[src/rtl/comp_share_precompute_block.sv]
//------------------------------------------------------------------------------
// Module      : comp_share_precompute_block
// Description : Two-stage shift-add generator of the odd multiples 1x..15x
//               of an unsigned sample, with delay-matched sample and valid.
// Revision    : 1.0 - initial release
//------------------------------------------------------------------------------
`timescale 1ns/1ps
`default_nettype none

module comp_share_precompute_block #(
  parameter int IN_DATA_WIDTH  = 17,
  parameter int OUT_DATA_WIDTH = 21
) (
  input  logic                      clk,
  input  logic                      reset,
  input  logic                      in_data_vld,
  input  logic [IN_DATA_WIDTH-1:0]  in_data,
  output logic [IN_DATA_WIDTH-1:0]  out_data,
  output logic                      out_data_vld,
  output logic [OUT_DATA_WIDTH-1:0] x1,
  output logic [OUT_DATA_WIDTH-1:0] x3,
  output logic [OUT_DATA_WIDTH-1:0] x5,
  output logic [OUT_DATA_WIDTH-1:0] x7,
  output logic [OUT_DATA_WIDTH-1:0] x9,
  output logic [OUT_DATA_WIDTH-1:0] x11,
  output logic [OUT_DATA_WIDTH-1:0] x13,
  output logic [OUT_DATA_WIDTH-1:0] x15,
  output logic                      busy
);

  localparam int c_PAD_W = OUT_DATA_WIDTH - IN_DATA_WIDTH;

  // Stage-1 single-adder-depth terms
  logic [OUT_DATA_WIDTH-1:0] w_x1, w_x3, w_x5, w_x7, w_x9, w_x15;
  // Stage-2 terms built from stage-1 registers
  logic [OUT_DATA_WIDTH-1:0] w_x11, w_x13;

  logic [OUT_DATA_WIDTH-1:0] r_s1_x1, r_s1_x3, r_s1_x5, r_s1_x7, r_s1_x9, r_s1_x15;
  logic                      r_s1_vld;

  logic [OUT_DATA_WIDTH-1:0] r_x1, r_x3, r_x5, r_x7, r_x9, r_x11, r_x13, r_x15;
  logic [IN_DATA_WIDTH-1:0]  r_out_data;
  logic                      r_out_vld;

  assign w_x1  = {{c_PAD_W{1'b0}}, in_data};
  assign w_x3  = w_x1 + (w_x1 << 1);
  assign w_x5  = w_x1 + (w_x1 << 2);
  assign w_x9  = w_x1 + (w_x1 << 3);
  assign w_x7  = (w_x1 << 3) - w_x1;
  assign w_x15 = (w_x1 << 4) - w_x1;

  assign w_x11 = (r_s1_x1 << 3) + r_s1_x3;
  assign w_x13 = (r_s1_x1 << 3) + r_s1_x5;

  // Data registers only load on valid so bubbles cause no toggling
  always_ff @(posedge clk or negedge reset) begin
    if (!reset) begin
      r_s1_x1  <= '0;
      r_s1_x3  <= '0;
      r_s1_x5  <= '0;
      r_s1_x7  <= '0;
      r_s1_x9  <= '0;
      r_s1_x15 <= '0;
      r_s1_vld <= 1'b0;
    end else begin
      r_s1_vld <= in_data_vld;
      if (in_data_vld) begin
        r_s1_x1  <= w_x1;
        r_s1_x3  <= w_x3;
        r_s1_x5  <= w_x5;
        r_s1_x7  <= w_x7;
        r_s1_x9  <= w_x9;
        r_s1_x15 <= w_x15;
      end
    end
  end

  always_ff @(posedge clk or negedge reset) begin
    if (!reset) begin
      r_x1       <= '0;
      r_x3       <= '0;
      r_x5       <= '0;
      r_x7       <= '0;
      r_x9       <= '0;
      r_x11      <= '0;
      r_x13      <= '0;
      r_x15      <= '0;
      r_out_data <= '0;
      r_out_vld  <= 1'b0;
    end else begin
      r_out_vld <= r_s1_vld;
      if (r_s1_vld) begin
        r_x1       <= r_s1_x1;
        r_x3       <= r_s1_x3;
        r_x5       <= r_s1_x5;
        r_x7       <= r_s1_x7;
        r_x9       <= r_s1_x9;
        r_x11      <= w_x11;
        r_x13      <= w_x13;
        r_x15      <= r_s1_x15;
        r_out_data <= r_s1_x1[IN_DATA_WIDTH-1:0];
      end
    end
  end

  assign x1           = r_x1;
  assign x3           = r_x3;
  assign x5           = r_x5;
  assign x7           = r_x7;
  assign x9           = r_x9;
  assign x11          = r_x11;
  assign x13          = r_x13;
  assign x15          = r_x15;
  assign out_data     = r_out_data;
  assign out_data_vld = r_out_vld;
  assign busy         = r_s1_vld | r_out_vld;

endmodule

`default_nettype wire

[config.mk]
export PLATFORM = sky130hd
export DESIGN_NAME = comp_share_precompute_block
export DESIGN_NICKNAME = d
export VERILOG_FILES = /design/src/rtl/comp_share_precompute_block.sv
export SDC_FILE = /design/constraint.sdc
export NUM_CORES = 1
export LEC_CHECK = 0
export BUFFER_PORTS_ARGS = -buffer_cell sky130_fd_sc_hd__buf_2
export CAP_MARGIN = 15
export CORE_MARGIN = 2
export CORE_UTILIZATION = 48
export CTS_BUF_LIST = sky130_fd_sc_hd__clkbuf_4 sky130_fd_sc_hd__clkbuf_8
export DETAILED_ROUTE_END_ITERATION = 12
export PLACE_DENSITY_LB_ADDON = 0.08
export REMOVE_ABC_BUFFERS = 1
export SLEW_MARGIN = 10
export SYNTH_ARGS = -nofsm -noshare
export SYNTH_HDL_FRONTEND = slang
export SYNTH_SLANG_ARGS = --single-unit
export TNS_END_PERCENT = 10
[constraint.sdc]
create_clock -name clk -period 2.5 [get_ports clk]
set_input_delay 0.125 -clock clk [delete_from_list [all_inputs] [get_ports clk]]
set_output_delay 0.125 -clock clk [all_outputs]
set_load 0.02 [all_outputs]
==> results.ini, run 1 <==
[outcome]
status = complete, but fails checks
violations = setup timing

[logic_synthesis]
synth_cells = 1320
synth_top_family_by_area = multiplexers
async_reset_ff_frac = 1.00
synthXorXnorAreaFrac = 0.0563
synth_flop_cell = dfrtp_1
syn_avg_cell_area_sq_um = 11.1
synthAdderAreaFrac = 0.103
synth_seq_cells = 254
synth_edf_count = 0
yosys.area_share.simple = 0.0768
synth_area_sq_um = 14600
yosys.area.top_type = dfrtp_1
synthMuxAreaShare = 0.155
netlist-cell-type-count = 79
synth_compound_area_frac = 0.125
ys_warn_count = 0
synth.yosys.seq_area_share = 0.435
synth.top_cell.area_share = 0.435
synth_area_leaders = dfrtp_1 43%, mux2_2 15%, ha_1 9.6%, xnor2_1 4.4%, a21oi_1 3.1%

[global_route]
track_usage = 0.219
grt_pass1_wl_um = 56100
grt_max_degree = 77
grt_pass1_vias = 11200
antenna_found_initial = 1
grt_remaining_overflow = 0

[placement]
numPortBuffers = 199
dp_cells = 1981
gp_congestion = 0.869
hpwl_um = 25600

[setup_path]
worst-setup-path-type = flip-flop to flip-flop
worstPathMaxFanout = 3
max_stage_delay_ps = 400
cp_slowest_cell = dfrtp_1
r2r_slack_ps = -10
crit_required_ps = 2950
critPathArrivalTime_ps = 2960
cp-end-kind = flip-flop
critPathLaunchType = flip-flop
crit_chain = buf_6, ha_4, inv_2, fa_2, nor2b_2, o31a_1, o21ai_1, nand2_1, a221o_1, xor2_1, mux2_2

[pwr]
switching_power_uw = 5460
comb_power_share = 0.356
vdd_ir_drop_max_uv = 488
p_int_uw = 10400
pwr-share-seq = 0.365
power.share.switching = 0.345
p_per_area_nw_per_um2 = 871
p_clk_frac = 0.279
p_leak_uw = 0.00856

[timing]
slew_headroom = 0.579
worst_slack_ps = -12.1
worstMarginPinSlew_ps = 631
finalSetupTns_ps = -12.1
post-route-min-period_ps = 2510
setup_viol = 1
period_share = 1.00
fmax_mhz = 398
rsz0062_at_grt = true
final_max_slew_viol_count = 0
fin_skew_ps = 18.1
hold_viol = 0

[detailed_routing]
vias = 11000
ant_nets = 0
drt_iter0_markers = 505
drc = 0
wl_um = 34700
via_per_inst = 5.29
dr.pass1.iters = 5
wl_per_cell_um = 16.7

[cts]
clkSlewWorstSetupHoldPaths_ps = 60
root_buffer = clkbuf_8
cts_buffers = 46
tritoncts = built
clock_sinks = 254
clk_latency_ps = 560
cts_max_level = 2
clock_path_buffers = 3

[finish]
area_delta_synth_final_pct = 24.4
diodes = 0
fin_nets = 1788
final_cell_count_no_fill = 2075
final_layout_size_suffix_gt1_frac = 0.401

[die]
die_x_um = 179
row_count = 63
die_area_sq_um = 31900
die_h_um = 179
ioPinCount = 207
fp.coreArea_sq_um = 29800
start_util = 0.491

[flow_run]
maxCapViolCount = 0

[hold_path]
hp-class = input pin to flip-flop

-- kinds of logic (layout without fill, tap and decap cells) --
family / after synthesis / after routing
mux: 202 / 202
buf+inv: 144 / 503
xor+xnor: 94 / 94
other cells: 1 / 7
compound gates: 277 / 277
simple gates: 231 / 231
fa+ha+maj: 117 / 117
flops: 254 / 254
-- flip-flops by register name, summed over array words and instances (netlist names) --
signal / count
x15: 18
r_s1_x3: 17
r_s1_x15: 18
x1: 14
r_s1_x7: 21
x3: 16
x7: 21
x9: 20
r_s1_x9: 20
x13: 19
x5: 17
x11: 19
out_data_vld: 1
r_s1_x1: 14
r_s1_vld: 1
r_s1_x5: 18
-- cell usage in the layout (no fill, tap or decap), types with 4 or more instances in the layout --
master and instances:
inv_1 54, clkinv_2 7, o21ai_0 33, a211oi_1 11, nand3_1 20, a21oi_1 86, clkinvlp_4 4, mux2_2 200
o31ai_1 10, nor2_1 79, nor2b_1 17, xnor2_1 74, or3_1 4, buf_12 9, or2_2 4, nand2_1 44
bufinv_16 4, xor2_1 20, o22ai_1 6, dfrtp_1 253, nand4_1 4, o31a_1 4, buf_2 197, o211ai_1 5
a31oi_1 7, nand2b_1 17, nor3_1 17, o21ai_1 9, clkbuf_4 7, o21a_1 16, conb_1 7, a21oi_2 4
ha_1 110, dlygate4sd3_1 8, buf_4 147, a21o_1 29, clkbuf_8 60, o21bai_1 13
-- Yosys cell counts, types with 5 or more instances --
cell and number:
ha_1 112, o21ai_0 38, a21o_1 29, inv_1 55, o211ai_1 5, xor2_1 20, nand3_1 20, o21bai_1 13
a211oi_1 12, o31ai_1 11, o21a_1 16, o21ai_1 6, nor3_1 17, a31oi_1 8, or3_1 5, xnor2_1 74
clkbuf_1 39, nor2_1 79, nand2_1 44, mux2_2 200, dfrtp_1 254, fa_1 5, a21oi_1 90, buf_4 41
o22ai_1 6, nor2b_1 19, nand2b_1 18
-- power by group through the flow --
stage,Combinational (uW),Sequential (uW),Clock (uW)
after global routing,6150,5910,4750
final,5640,5780,4420
after detailed placement,5540,5860,0
after global placement,5450,5830,0
after floorplan,2630,6680,0
after CTS,5610,5790,4550
-- repair_timing --
| action | CTS | global route |
|---|---|---|
| setup endpoints to repair | 6 | 16 |
| hold buffers | 8 | 0 |
| resized for setup | 9 | 21 |
| pin swaps | 2 | 13 |
| setup buffers | 0 | 4 |
| hold endpoints to repair | 78 | 0 |
-- layer usage --
layer / share of wire / vias to the layer above / wire length (um) / global-route usage
li1: - / 5343 / - / -
met1: 0.47 / 5314 / 16400 / 0.303
met2: 0.46 / 268 / 16000 / 0.358
met3: 0.048 / 51 / 1660 / 0.0379
met4: 0.018 / 2 / 629 / 0.0542
met5: 0.00037 / - / 13 / 0
-- path summary, 6_finish.rpt --
kind,start,endpoint,cells past startpoint
setup / recovery,r_s1_x7[0],x11[17],11
hold / removal,in_data[1],r_s1_x9[1],4
setup reg to reg,r_s1_x7[0],x11[17],11
hold reg to reg,r_s1_x3[2],r_s1_x3[2],2
max in group asynchronous,reset,x9[14],3
min in group asynchronous,reset,x7[1],2
-- final cells by class --
type / count / area (sq um)
multi-input combinational: 928 / 7680
sequential: 254 / 6360
clock buffer: 67 / 878
fill: 2561 / 11600
timing repair buffer: 364 / 2390
clock inverter: 15 / 185
tap: 390 / 488
inverter: 57 / 214
-- critical path: cells and delay by family (launching register included) --
family	cells	cell delay, ps
DFF	1	400
adders and majority gates	2	360
xor gates and xnor gates	1	150
muxes	1	260
AOI/OAI and AO/OA	3	880
and+or+nand+nor	2	160
buffers and inverters	2	180
-- through the flow --
stage	util	hold slack (ps)	power [uW]	worst slack (ps)	area [sq um]
6_report	0.611	36.5	15800	-12.1	18200
5_1_grt	0.611	29.3	16800	-132	18200
4_1_cts	0.607	4.16	15900	-25.9	18100
3_5_place_dp	0.567	169	11400	-156	16900
3_3_place_gp	0.567	177	11300	-90.7	16900
2_1_floorplan	-	-171	9320	-1700	14100
No activity file was read; power rests on OpenSTA's default activity.
==> run 2: changes to the inputs <==
- BUFFER_PORTS_ARGS: -buffer_cell sky130_fd_sc_hd__buf_2 -> not set
- DONT_BUFFER_PORTS: not set -> 1
- SKIP_CTS_REPAIR_TIMING: not set -> 1
==> run 2 against run 1 <==
- the flow finishes with violations (hold timing)
- flip-flop and latch count unchanged
- worst setup slack better by 26 ps
- clock skew up 1.9 ps
- design area down 8.8%
- critical path depth unchanged
- final cell count down 13%
- combinational power down 36%
- non-clock buffer count down 259
- first-iteration DRC count down 29%
- clock power down 10%
- power down 8.8%
- utilization down 5.4 points
==> results.ini, run 2 (synthesized netlist as in run 1, its figures left out) <==
[placement]
dp_cells = 1702  ; was 1981
place_ws_ps = -149  ; was -156 ps
numPortBuffers = 0  ; was 199
hpwl_um = 22600  ; was 25600 um
gp_congestion = 0.854  ; was 0.869

[setup_path]
cp-startpoint = r_s1_x7[0]  ; unchanged
cp.depth = 11  ; unchanged
cp-end-kind = flip-flop  ; unchanged
critPathArrivalTime_ps = 2930  ; was 2960 ps
crit-reg2reg-launch = r_s1_x7[0]  ; unchanged
max_stage_delay_ps = 400  ; about the same
crit_required_ps = 2940  ; was 2950 ps
cp_top_family = compound AO/OA/AOI/OAI gates  ; unchanged
cp_slowest_cell = dfrtp_1  ; unchanged
critPathLaunchType = flip-flop  ; unchanged
critical_path_buf_inv_count = 2  ; unchanged
worstRegToRegCells = 11  ; unchanged
worstPathMaxFanout = 3  ; unchanged
r2r_slack_ps = 10  ; was -10 ps
worst-setup-path-type = flip-flop to flip-flop  ; unchanged
worstReg2RegEnd = x11[17]  ; unchanged
crit_chain = buf_6, ha_4, inv_2, fa_2, nor2b_2, o31a_1, o21ai_1, nand2_1, a221o_1, xor2_1, mux2_4  ; was buf_6, ha_4, inv_2, fa_2, nor2b_2, o31a_1, o21ai_1, nand2_1, a221o_1, xor2_1, mux2_2

[finish]
fin_util = 0.557  ; was 0.611
final_layout_size_suffix_gt1_frac = 0.275  ; was 0.401
layout_commonest_cell = dfrtp_1  ; unchanged
final_cell_count_no_fill = 1812  ; was 2075
fin_nets = 1528  ; was 1788
mostFrequentLayoutCells = 251 x dfrtp_1, 199 x mux2_2, 109 x ha_1, 88 x a21oi_1, 79 x nor2_1  ; was 253 x dfrtp_1, 200 x mux2_2, 197 x buf_2, 147 x buf_4, 110 x ha_1
diodes = 0  ; unchanged
area_delta_synth_final_pct = 13.4  ; was 24.4%
n_fill_cell = 2623  ; was 2561

[global_route]
track_usage = 0.205  ; was 0.219
antenna_found_initial = 0  ; was 1
grt_pass1_wl_um = 51800  ; was 56100 um
grt_remaining_overflow = 0  ; unchanged
grt_pass1_vias = 9817  ; was 11200
grt_max_degree = 255  ; was 77

[timing]
slew_headroom = 0.413  ; was 0.579
hold_viol = 260  ; was 0
final_max_slew_viol_count = 0  ; unchanged
rsz0062_at_grt = true  ; unchanged
finalSetupTns_ps = 0  ; was -12.1 ps
worst_slack_ps = 13.6  ; was -12.1 ps
period_share = 0.995  ; was 1.00
fin_skew_ps = 20.0  ; was 18.1 ps
fmax_mhz = 402  ; was 398 MHz
post-route-min-period_ps = 2490  ; was 2510 ps
setup_viol = 0  ; was 1
hold_ws_ps = -728  ; was 36.5 ps
worstMarginPinSlew_ps = 881  ; was 631 ps

[detailed_routing]
dr_wl_met3_um = 1970  ; was 1660 um
wl_per_cell_um = 18.9  ; was 16.7 um
wl_um = 34300  ; was 34700 um
drt_iter0_markers = 361  ; was 505
drt-met1-wl_um = 16200  ; was 16400 um
highest_layer = met4  ; was met5
dr.pass1.iters = 4  ; was 5
wl_met2_um = 15500  ; was 16000 um
drc = 0  ; unchanged
ant_nets = 0  ; unchanged
via_per_inst = 5.50  ; was 5.29
vias = 9972  ; was 11000

[cts]
cts_max_level = 2  ; unchanged
root_buffer = clkbuf_8  ; unchanged
clock_path_buffers = 3  ; unchanged
clkSlewWorstSetupHoldPaths_ps = 60  ; about the same
cts_buffers = 45  ; was 46
clock_sinks = 254  ; unchanged
tritoncts = built  ; unchanged
clk_latency_ps = 560  ; about the same

[die]
fp.coreArea_sq_um = 29800  ; unchanged
die_h_um = 179  ; unchanged
ioPinCount = 207  ; unchanged
die_x_um = 179  ; unchanged
row_count = 63  ; unchanged
die_area_sq_um = 31900  ; unchanged
start_util = 0.491  ; unchanged

[pwr]
p_per_area_nw_per_um2 = 871  ; about the same
vdd_ir_drop_max_uv = 468  ; was 488 uV
p_leak_uw = 0.00738  ; was 0.00856 uW

[flow_run]
maxCapViolCount = 0  ; unchanged

[hold_path]
hp-class = input pin to asynchronous set/reset pin  ; was input pin to flip-flop

[outcome]
violations = hold timing  ; was setup timing
status = complete, but fails checks  ; unchanged

run 2: cell type report:
cell class,instances,area [sq um],share of cell area
tap,390,488,0.0294
timing repair buffer,105,910,0.0549
inverter,57,214,0.0129
sequential,254,6360,0.384
clock inverter,10,80.1,0.00483
clock buffer,68,848,0.0512
multi-input combinational,928,7680,0.463
run 2: metal layers:
layer,vias to the layer above,track usage
li1,4801,-
met1,4896,0.279
met2,228,0.331
met3,47,0.0473
met4,0,0.0539
met5,-,0
run 2: worst max-delay path by stage:
| stage | to |
|---|---|
| global placement | x13[19] |
| floorplan | x11[14] |
| finish | x11[17] |
| global route | x11[17] |
| detailed placement | x13[19] |
| CTS | x13[19] |
run 2: power by group:
group / switching [uW] / internal (uW)
registers: 1760 / 5120
logic: 1620 / 1970
clock network: 1720 / 2260
run 2: per-stage QoR:
stage	area (sq um)	total power, uW
floorplan	14100	9320
global placement	15200	10300
detailed placement	15200	10300
CTS	16100	14400
global route	16600	15300
finish	16600	14500
run 2: worst register-to-register path: stages, from the launching register on:
cell     delay, ps
dfrtp_1        400
buf_6          130
ha_4           150
inv_2           50
fa_2           220
nor2b_2         50
o31a_1         320
o21ai_1        150
nand2_1        100
a221o_1        380
xor2_1         170
mux2_4         250
